--- src/rtl/sccb_pkg.sv ---
// sccb_pkg: state encoding, byte indices and ID helpers shared by the
// SCCB transaction arbiter and its round-robin picker.
package sccb_pkg;

    localparam logic [7:0] CAM_ADDRESS_DEFAULT = 8'h78;

    localparam int STATE_W = 3;
    localparam logic [STATE_W-1:0] ST_IDLE  = 3'd0;
    localparam logic [STATE_W-1:0] ST_ARB   = 3'd1;
    localparam logic [STATE_W-1:0] ST_SEND  = 3'd2;
    localparam logic [STATE_W-1:0] ST_WACK  = 3'd3;
    localparam logic [STATE_W-1:0] ST_RSEND = 3'd4;
    localparam logic [STATE_W-1:0] ST_WRX   = 3'd5;
    localparam logic [STATE_W-1:0] ST_FIN   = 3'd6;
    localparam logic [STATE_W-1:0] ST_TOUT  = 3'd7;

    // Index of the byte currently on the wire within one register transaction.
    localparam int BYTE_CNT_W = 2;
    localparam logic [BYTE_CNT_W-1:0] BYTE_IDX_ID    = 2'd0;
    localparam logic [BYTE_CNT_W-1:0] BYTE_IDX_ADDRH = 2'd1;
    localparam logic [BYTE_CNT_W-1:0] BYTE_IDX_ADDRL = 2'd2;
    localparam logic [BYTE_CNT_W-1:0] BYTE_IDX_DATA  = 2'd3;

    // The SCCB read ID is the write ID with the R/W bit set.
    function automatic logic [7:0] readId(input logic [7:0] writeId);
        return writeId | 8'h01;
    endfunction

endpackage

--- src/rtl/rr_arbiter.sv ---
// rr_arbiter: combinational round-robin picker. Searches the request vector
// starting at the pointer and wrapping modulo N_REQ; the pointer register
// lives in the caller.
module rr_arbiter #(
    parameter int N_REQ = 2,
    parameter int IDX_W = (N_REQ > 1) ? $clog2(N_REQ) : 1
) (
    input  logic [N_REQ-1:0] req_i,
    input  logic [IDX_W-1:0] ptr_i,
    input  logic             en_i,
    output logic [N_REQ-1:0] gnt_o,
    output logic [IDX_W-1:0] idx_o,
    output logic             valid_o
);

    localparam int SUM_W = IDX_W + 1;

    logic [SUM_W-1:0] sum;
    logic [IDX_W-1:0] cand;
    logic             found;

    // Walk the requesters in rotation order from the pointer and keep the first hit.
    always_comb begin
        gnt_o   = '0;
        idx_o   = '0;
        found   = 1'b0;
        sum     = '0;
        cand    = '0;
        if (en_i) begin
            for (int k = 0; k < N_REQ; k++) begin
                sum = {1'b0, ptr_i} + SUM_W'(k);
                if (sum >= SUM_W'(N_REQ)) begin
                    sum = sum - SUM_W'(N_REQ);
                end
                cand = sum[IDX_W-1:0];
                if (!found && req_i[cand]) begin
                    found       = 1'b1;
                    idx_o       = cand;
                    gnt_o[cand] = 1'b1;
                end
            end
        end
        valid_o = found;
    end

endmodule

--- src/rtl/sccb_arbiter.sv ---
// sccb_arbiter: shares one SCCB byte engine between N_REQ register-level
// requesters. Grants a whole transaction round-robin, sequences its bytes
// into the core, and returns done/err/rdata to the winner.
module sccb_arbiter
    import sccb_pkg::*;
#(
    parameter int         N_REQ          = 2,
    parameter logic [7:0] CAM_ADDRESS    = CAM_ADDRESS_DEFAULT,
    parameter int         TIMEOUT_CYCLES = 200000
) (
    input  logic                 i_clk,
    input  logic                 i_rst_n,
    input  logic [N_REQ-1:0]     i_req,
    input  logic [N_REQ-1:0]     i_req_we,
    input  logic [16*N_REQ-1:0]  i_req_addr,
    input  logic [8*N_REQ-1:0]   i_req_wdata,
    output logic [N_REQ-1:0]     o_gnt,
    output logic [N_REQ-1:0]     o_done,
    output logic                 o_err,
    output logic [7:0]           o_rdata,
    output logic                 o_busy,
    output logic [7:0]           o_core_tx_data,
    output logic                 o_core_start,
    output logic                 o_core_stop,
    input  logic                 i_core_tx_ready,
    input  logic                 i_core_ack,
    input  logic                 i_core_rx_ready,
    input  logic [7:0]           i_core_rx_data
);

    localparam int IDX_W = (N_REQ > 1) ? $clog2(N_REQ) : 1;
    localparam int TMO_W = $clog2(TIMEOUT_CYCLES + 1);
    localparam logic [TMO_W-1:0] TMO_LAST = TMO_W'(TIMEOUT_CYCLES - 1);

    logic [STATE_W-1:0]    state_q, state_d;
    logic [IDX_W-1:0]      ptr_q, ptr_d;
    logic [IDX_W-1:0]      win_q, win_d;
    logic                  we_q, we_d;
    logic [15:0]           addr_q, addr_d;
    logic [7:0]            wdata_q, wdata_d;
    logic [BYTE_CNT_W-1:0] cnt_q, cnt_d;
    logic [TMO_W-1:0]      tmo_q, tmo_d;
    logic [N_REQ-1:0]      gnt_q, gnt_d;
    logic [N_REQ-1:0]      done_q, done_d;
    logic                  err_q, err_d;
    logic [7:0]            rdata_q, rdata_d;
    logic [7:0]            txd_q, txd_d;
    logic                  start_q, start_d;
    logic                  stop_q, stop_d;

    logic [N_REQ-1:0]      arbGnt;
    logic [IDX_W-1:0]      arbIdx;
    logic                  arbValid;
    logic                  arbEn;
    logic                  timedState;
    logic                  tmoHit;
    logic                  takeTimeout;
    logic [IDX_W-1:0]      ptrNext;

    // Arbitration is held off during the done cycle so the finishing requester,
    // which still holds i_req that cycle, cannot immediately win again.
    assign arbEn = (state_q == ST_IDLE) && (done_q == '0);

    rr_arbiter #(
        .N_REQ (N_REQ),
        .IDX_W (IDX_W)
    ) u_rr (
        .req_i   (i_req),
        .ptr_i   (ptr_q),
        .en_i    (arbEn),
        .gnt_o   (arbGnt),
        .idx_o   (arbIdx),
        .valid_o (arbValid)
    );

    assign timedState = (state_q == ST_SEND) || (state_q == ST_WACK) ||
                        (state_q == ST_RSEND) || (state_q == ST_WRX) ||
                        (state_q == ST_FIN);
    assign tmoHit  = timedState && (tmo_q == TMO_LAST);
    assign ptrNext = (win_q == IDX_W'(N_REQ - 1)) ? '0 : win_q + 1'b1;

    // Transaction sequencer: next-state, byte selection, pulses and timeout.
    always_comb begin
        state_d     = state_q;
        ptr_d       = ptr_q;
        win_d       = win_q;
        we_d        = we_q;
        addr_d      = addr_q;
        wdata_d     = wdata_q;
        cnt_d       = cnt_q;
        gnt_d       = gnt_q;
        done_d      = '0;
        err_d       = 1'b0;
        rdata_d     = rdata_q;
        txd_d       = txd_q;
        start_d     = 1'b0;
        stop_d      = 1'b0;
        takeTimeout = 1'b0;

        case (state_q)
            ST_IDLE: begin
                if (done_q != '0) begin
                    gnt_d = '0;
                end else if (arbValid) begin
                    win_d = arbIdx;
                    gnt_d = arbGnt;
                    for (int k = 0; k < N_REQ; k++) begin
                        if (arbGnt[k]) begin
                            we_d    = i_req_we[k];
                            addr_d  = i_req_addr[16*k +: 16];
                            wdata_d = i_req_wdata[8*k +: 8];
                        end
                    end
                    state_d = ST_ARB;
                end
            end
            ST_ARB: begin
                txd_d   = CAM_ADDRESS;
                cnt_d   = BYTE_IDX_ID;
                state_d = ST_SEND;
            end
            ST_SEND: begin
                if (i_core_tx_ready) begin
                    start_d = 1'b1;
                    state_d = ST_WACK;
                end else begin
                    takeTimeout = tmoHit;
                end
            end
            ST_WACK: begin
                if (i_core_ack) begin
                    case (cnt_q)
                        BYTE_IDX_ID: begin
                            txd_d   = addr_q[15:8];
                            cnt_d   = BYTE_IDX_ADDRH;
                            state_d = ST_SEND;
                        end
                        BYTE_IDX_ADDRH: begin
                            txd_d   = addr_q[7:0];
                            cnt_d   = BYTE_IDX_ADDRL;
                            state_d = ST_SEND;
                        end
                        BYTE_IDX_ADDRL: begin
                            if (we_q) begin
                                txd_d   = wdata_q;
                                cnt_d   = BYTE_IDX_DATA;
                                state_d = ST_SEND;
                            end else begin
                                stop_d  = 1'b1;
                                txd_d   = readId(CAM_ADDRESS);
                                state_d = ST_RSEND;
                            end
                        end
                        default: begin
                            stop_d  = 1'b1;
                            state_d = ST_FIN;
                        end
                    endcase
                end else begin
                    takeTimeout = tmoHit;
                end
            end
            ST_RSEND: begin
                if (i_core_tx_ready && !stop_q) begin
                    start_d = 1'b1;
                    state_d = ST_WRX;
                end else begin
                    takeTimeout = tmoHit;
                end
            end
            ST_WRX: begin
                if (i_core_rx_ready) begin
                    rdata_d = i_core_rx_data;
                    state_d = ST_FIN;
                end else begin
                    takeTimeout = tmoHit;
                end
            end
            ST_FIN: begin
                if (i_core_tx_ready && !stop_q) begin
                    done_d  = gnt_q;
                    ptr_d   = ptrNext;
                    state_d = ST_IDLE;
                end else begin
                    takeTimeout = tmoHit;
                end
            end
            ST_TOUT: begin
                gnt_d   = '0;
                ptr_d   = ptrNext;
                state_d = ST_IDLE;
            end
            default: begin
                state_d = ST_IDLE;
            end
        endcase

        if (takeTimeout) begin
            stop_d  = 1'b1;
            done_d  = gnt_q;
            err_d   = 1'b1;
            state_d = ST_TOUT;
        end

        if (timedState && (state_d == state_q)) begin
            tmo_d = tmo_q + 1'b1;
        end else begin
            tmo_d = '0;
        end
    end

    // State and output registers; reset abandons any transaction without a stop.
    always_ff @(posedge i_clk or negedge i_rst_n) begin
        if (!i_rst_n) begin
            state_q <= ST_IDLE;
            ptr_q   <= '0;
            win_q   <= '0;
            we_q    <= 1'b0;
            addr_q  <= '0;
            wdata_q <= '0;
            cnt_q   <= '0;
            tmo_q   <= '0;
            gnt_q   <= '0;
            done_q  <= '0;
            err_q   <= 1'b0;
            rdata_q <= '0;
            txd_q   <= CAM_ADDRESS;
            start_q <= 1'b0;
            stop_q  <= 1'b0;
        end else begin
            state_q <= state_d;
            ptr_q   <= ptr_d;
            win_q   <= win_d;
            we_q    <= we_d;
            addr_q  <= addr_d;
            wdata_q <= wdata_d;
            cnt_q   <= cnt_d;
            tmo_q   <= tmo_d;
            gnt_q   <= gnt_d;
            done_q  <= done_d;
            err_q   <= err_d;
            rdata_q <= rdata_d;
            txd_q   <= txd_d;
            start_q <= start_d;
            stop_q  <= stop_d;
        end
    end

    assign o_gnt          = gnt_q;
    assign o_done         = done_q;
    assign o_err          = err_q;
    assign o_rdata        = rdata_q;
    assign o_busy         = (state_q != ST_IDLE);
    assign o_core_tx_data = txd_q;
    assign o_core_start   = start_q;
    assign o_core_stop    = stop_q;

endmodule

--- config.mk ---
export PLATFORM = sky130hd
export DESIGN_NAME = sccb_arbiter
export DESIGN_NICKNAME = d
export VERILOG_FILES = /design/src/rtl/sccb_pkg.sv /design/src/rtl/rr_arbiter.sv /design/src/rtl/sccb_arbiter.sv
export SDC_FILE = /design/constraint.sdc
export NUM_CORES = 1
export LEC_CHECK = 0
export CELL_PAD_IN_SITES_DETAIL_PLACEMENT = 0
export CELL_PAD_IN_SITES_GLOBAL_PLACEMENT = 1
export CORE_UTILIZATION = 42
export CTS_BUF_LIST = sky130_fd_sc_hd__clkbuf_4
export CTS_CLUSTER_DIAMETER = 150
export DETAILED_ROUTE_END_ITERATION = 10
export MAX_ROUTING_LAYER = met4
export PLACE_DENSITY = 0.84
export SLEW_MARGIN = 15
export SYNTH_ARGS = -nofsm -noshare
export SYNTH_HDL_FRONTEND = slang
export SYNTH_SLANG_ARGS = --single-unit
--- constraint.sdc ---
create_clock -name i_clk -period 4.8 [get_ports i_clk]
set_clock_uncertainty 0.15 [all_clocks]
set_input_delay 0.72 -clock i_clk [delete_from_list [all_inputs] [get_ports i_clk]]
set_output_delay 0.72 -clock i_clk [all_outputs]
set_load 0.01 [all_outputs]
Word-level counts from Yosys, hierarchy flattened:

Cells that the tools add are included.

* register bits: 73
* input bits: 65
* output and inout port bits: 24

* add/sub/neg operators: 5
* magnitude comparators: 6
* equality and inequality tests: 16
* mux-type cells: 72
* bitwise gates (word level): 2
* reduce and logical (&&, ||, !) cells: 31

Operators by type and width (number)
* 2-to-1 mux 1 bit: 32
* 2-to-1 mux 16 bit: 2
* 2-to-1 mux 8 bit: 4
* 2-to-1 mux 3 bit: 9
* one-hot mux 3 bit (8 select lines): 1
* one-hot mux 8 bit (3 select lines): 1
* 2-to-1 mux 2 bit: 11
* adder 18 x 1 -> 18 bit, second input constant: 1
* equality test 18 bit, second input constant: 1
* 2-to-1 mux 18 bit: 1
* one-hot mux 8 bit (2 select lines): 1
* equality test 3 bit, second input constant: 4
* nonzero test 2 bit: 5
* one-hot mux 2 bit (2 select lines): 2
* AND reduction 4 bit: 2
* logical AND 1 bit: 7
* equality test 3 x 2 -> 1 bit, second input constant: 2
* one-hot mux 1 bit (2 select lines): 3
* one-hot mux 2 bit (3 select lines): 1
* one-hot mux 3 bit (2 select lines): 1
* AND reduction 2 bit: 3
* AND reduction 3 bit: 2
* logical NOT 2 bit: 2
* logical OR 1 bit: 4
* other kinds (24): 30

Longest topological paths before layout:

* word-level depth: 18
* depth in mapped cells: 8
* mapped depth without buffers: 8

Modules after synthesis:

A second synthesis with hierarchy kept.

* cells, all modules: 368
* area, all modules: 3788.6 um2

By module, submodules not included
* sccb_arbiter: instances 1, cells an instance 361, area each 3754.9 um2, seq. area each 1831.8 um2
* rr_arbiter: instances 1, cells an instance 7, area each 33.8 um2, seq. area each 0.0 um2

Worst setup path before layout:

OpenSTA, ideal clock, no wires.

* path kind: input-to-reg
* start: in i_req[0]
* end: reg addr_q[2]
* setup time: 119 ps
* arrival: 1674 ps
* setup slack: 2858 ps
* stages on the path: 6
* buffers on the path: 2
* cell sequence: inv_1 -> o21ai_0 -> buf_2 -> buf_2 -> mux2i_1 -> o21ai_2

* cells in the longest elaborated chain, start to end: 10
* elaborated cells on any way between the ends: 18
* those cells by class: mux: 13; bitwise: 1; reduce/logical: 4

RTL lines
* from (decl): RTL line sccb_arbiter.sv:13 `input logic [N_REQ-1:0] i_req,`
* 2-to-1 mux 1 bit (implied by the code) (2 in a row): RTL line rr_arbiter.sv:36 `if (!found && req_i[cand]) begin`
* 2-to-1 mux 1 bit: RTL line rr_arbiter.sv:36
* 2-to-1 mux 1 bit: RTL line rr_arbiter.sv:29 `if (en_i) begin`
* logical NOT 1 bit: RTL line rr_arbiter.sv:36
* logical AND 1 bit: RTL line rr_arbiter.sv:36
* 2-to-1 mux 2 bit: RTL line rr_arbiter.sv:36
* 2-to-1 mux 2 bit: RTL line rr_arbiter.sv:29
* nonzero test 2 bit (no line)
* AND reduction 4 bit (no line)
* to (signal assigned): RTL line sccb_arbiter.sv:235 `addr_q <= addr_d;`
* to (decl): RTL line sccb_arbiter.sv:39 `logic [15:0] addr_q, addr_d;`

Parallel ways exist; a longest one is shown, timed or not. The select of a mux whose other input is x is not followed.
A chain may end at the register's enable or synchronous reset.

Worst setup path in the final report:

* start: reg state_q[1]
* end: out o_busy

* cells in the longest elaborated chain, start to end: 1

RTL lines
* from (decl): RTL line sccb_arbiter.sv:35 `logic [STATE_W-1:0] state_q, state_d;`
* from (signal assigned): RTL line sccb_arbiter.sv:231 `state_q <= state_d;`
* nonzero test 3 bit: RTL line sccb_arbiter.sv:253 `assign o_busy = (state_q != ST_IDLE);`
* to (decl): RTL line sccb_arbiter.sv:21 `output logic o_busy,`

No other way between the ends.

==> flow_summary_export.csv <==
group,metric,value,unit
logic_synthesis,synth_nets,436,
pwr,leakagePower,2.059,nW
sta,fmax,0.3613,GHz
global_route,grt-ovfl-total,0,
logic_synthesis,ys.flop_type,"dfrtp_1",
layout,area.growth.synth_to_final,29.18,%
floorplan,ios,89,
routing,via_count,2859,
cts,cts_num_sinks,73,
cts,hold_buffers,0,
placed_design,gp_congestion,0.8014,
routing,firstDrtPassIters,4,
setup_path,r2r-start,"cnt_q[1]",
min_path,hold_class,"in -> async",
global_route,grt_max_degree,53,
cts,ctsResizeCount,0,
layout,seqCellArea,1832,um2
floorplan,die_x,95.16,um
logic_synthesis,syn-instance-count,366,
routing,drtAntennaViolNets,0,
cts,h-tree-depth,3,
sta,finalSetupTns,0,ns
cts,clkTransAtPathRegs,0.11,ns
cts,tritoncts,"done",
logic_synthesis,postSynth.asyncResetShare,100.0,%
pwr,power_density,478.1,nW/um2
placed_design,placed_area,4562,um2
sta,setup_viol,0,
layout,fill_cells,753,
cts,postCtsSetupRepairBufs,0,
floorplan,die_y,95.16,um
floorplan,start_util,43.92,%
global_route,grt_pass1_wl,13100,um
setup_path,r2r-end,"cnt_q[0]",
floorplan,fp-row-count,33,
routing,viasPerCell,5.096,
setup_path,critPathRequiredTime,3.93,ns
setup_path,crit_arrival,1.90,ns
layout,final_cell_mix,"clkdlybuf4s50_1 (87), dfrtp_1 (69), nand2_1 (52)",
routing,drt_iter0_drc,139,
sta,worstMarginPinSlew,1.021,ns
floorplan,coreArea,8299,um2
logic_synthesis,seq_area_frac_synth,50.26,%
sta,hold_viol_final,0,
setup_path,rr_worst_depth,7,
sta,holdWs,0.05760,ns
placed_design,hpwl,5839,um
floorplan,die-area,9054,um2
cts,cts_buffer_depth,2,
routing,drcViolationCount,0,
layout,antenna_cells,0,
setup_path,worstSetupPathType,"reg -> out",
outcome,status,"finished clean",
pwr,ir_drop,0.2862,mV
layout,final_nets,521,
routing,wl_per_cell,14.18,um
logic_synthesis,yosysWarnings,0,
logic_synthesis,synth_edf_count,0,
placed_design,port_buffers,88,
cts,cts_root_buf,"clkbuf_4",
cts,clk_latency,0.43,ns
logic_synthesis,ys_ff_latch,73,
sta,post-route-period-util,57.67,%
logic_synthesis,postSynthAreaPerCell,9.958,um2
logic_synthesis,ys_types,46,
global_route,grt_use_total,19.39,%
layout,final_common_cell,"clkdlybuf4s50_1",
flow_run,cap_violations,0,
setup_path,worstPathMaxFanout,12,
global_route,grt_pass1_vias,2820,
setup_path,start_kind,"flop",
layout,multi_input_area,1663,um2
pwr,finalPower,2.251,mW
global_route,grt_antenna_before_repair,0,
layout,fin_area,4708,um2
setup_path,end_kind,"output port",
logic_synthesis,synth_area,3645,um2
sta,slew-limit-headroom,31.69,%
sta,rsz0062_at_grt,"false",
cts,numCtsBuffers,9,
setup_path,reg2reg_slack,2.30,ns
sta,final_max_slew_viol_count,0,
layout,final_layout_size_suffix_gt1_share,9.868,%
routing,wl,7956,um
sta,fin_crit,2.768,ns
==> Yosys cell counts (all sizes together) (2+ instances only) <==
| cell | number | area [um2] |
|---|---|---|
| nor4bb | 2 | 20.02 |
| o31ai | 5 | 37.54 |
| a21oi | 4 | 20.02 |
| dfrtp | 69 | 1727 |
| buf | 11 | 86.33 |
| xor2 | 10 | 87.58 |
| xnor2 | 6 | 52.55 |
| nor3 | 7 | 35.03 |
| or2 | 3 | 18.77 |
| mux2i | 25 | 250.2 |
| nor3b | 3 | 22.52 |
| nand4 | 3 | 18.77 |
| and2 | 3 | 18.77 |
| nand2b | 3 | 26.27 |
| a22o | 2 | 17.52 |
| inv | 14 | 52.55 |
| clkbuf | 6 | 22.52 |
| ha | 5 | 62.56 |
| nor2 | 30 | 112.6 |
| dfstp | 4 | 105.1 |
| o211ai | 2 | 15.01 |
| o21ai | 54 | 296.5 |
| nand2 | 52 | 195.2 |
| nand3 | 12 | 60.06 |
| a31oi | 4 | 25.02 |
| mux2 | 8 | 90.09 |
| nor2b | 2 | 12.51 |
| a32oi | 3 | 26.28 |
| a21o | 2 | 15.01 |
| or3 | 2 | 22.52 |
==> worst max path at each step <==
stage                from          to  slack [ns]
5_1_grt        state_q[1]      o_busy        1.97
3_5_place_dp     i_req[0]  wdata_q[2]        1.82
6_report       state_q[1]      o_busy        2.03
3_3_place_gp     i_req[0]  wdata_q[2]        1.82
4_1_cts        state_q[1]      o_busy        2.01
2_1_floorplan    i_req[0]   addr_q[2]        2.86
==> flip-flops by register name, indices dropped and copies added, names as in the netlist, 2 cells and up <==
| signal | cells |
|---|---|
| wdata_q | 8 |
| cnt_q | 2 |
| tmo_q | 18 |
| o_rdata | 8 |
| addr_q | 16 |
| o_core_tx_data | 8 |
| state_q | 3 |
| o_done | 2 |
| o_gnt | 2 |
==> power by group <==
part           switching [mW]  internal [mW]
sequential              0.164          0.835
clock                   0.207          0.113
combinational           0.479          0.453
==> cells by family after synthesis <==
| family | share of synthesized area, % |
|---|---|
| muxes | 9.338 |
| DFF | 50.26 |
| xor gates and xnor gates | 3.845 |
| AOI/OAI and AO/OA | 13.87 |
| adders and majority gates | 1.716 |
| buffers and inverters | 4.428 |
| and+or+nand+nor | 16.55 |
==> layer usage <==
layer / vias up / wire length (um) / GRT usage, %
li1: 1441 / - / -
met1: 1340 / 3779 / 25.31
met2: 67 / 3734 / 30.12
met3: 11 / 314 / 3.270
met4: 0 / 127 / 7.576
met5: - / 0 / -
==> worst max-delay path: stages (launching register included) <==
cell             delay (ns)
dfrtp_1                0.53
or3_4                  0.46
clkdlybuf4s50_1        0.49
==> cell type report <==
| cell class | instances | area share (%) |
|---|---|---|
| clock buffers | 11 | 1.754 |
| clock inverters | 5 | 0.5049 |
| inverters | 14 | 1.116 |
| multi-input cells | 262 | 35.32 |
| flip-flops and latches | 73 | 38.91 |
| well taps | 105 | 2.790 |
| repair buffers | 91 | 19.61 |
==> through the flow <==
| step | setup WS, ns | util, % | cells |
|---|---|---|---|
| after detailed placement | 1.820 | 54.97 | 543 |
| after global routing | 1.973 | 56.73 | 561 |
| final | 2.032 | 56.73 | 561 |
| after floorplan | 2.858 | - | 366 |
| after CTS | 2.008 | 56.25 | 559 |
| after global placement | 1.818 | 54.97 | 543 |
Note: power is estimated with default switching activity, not from simulation.
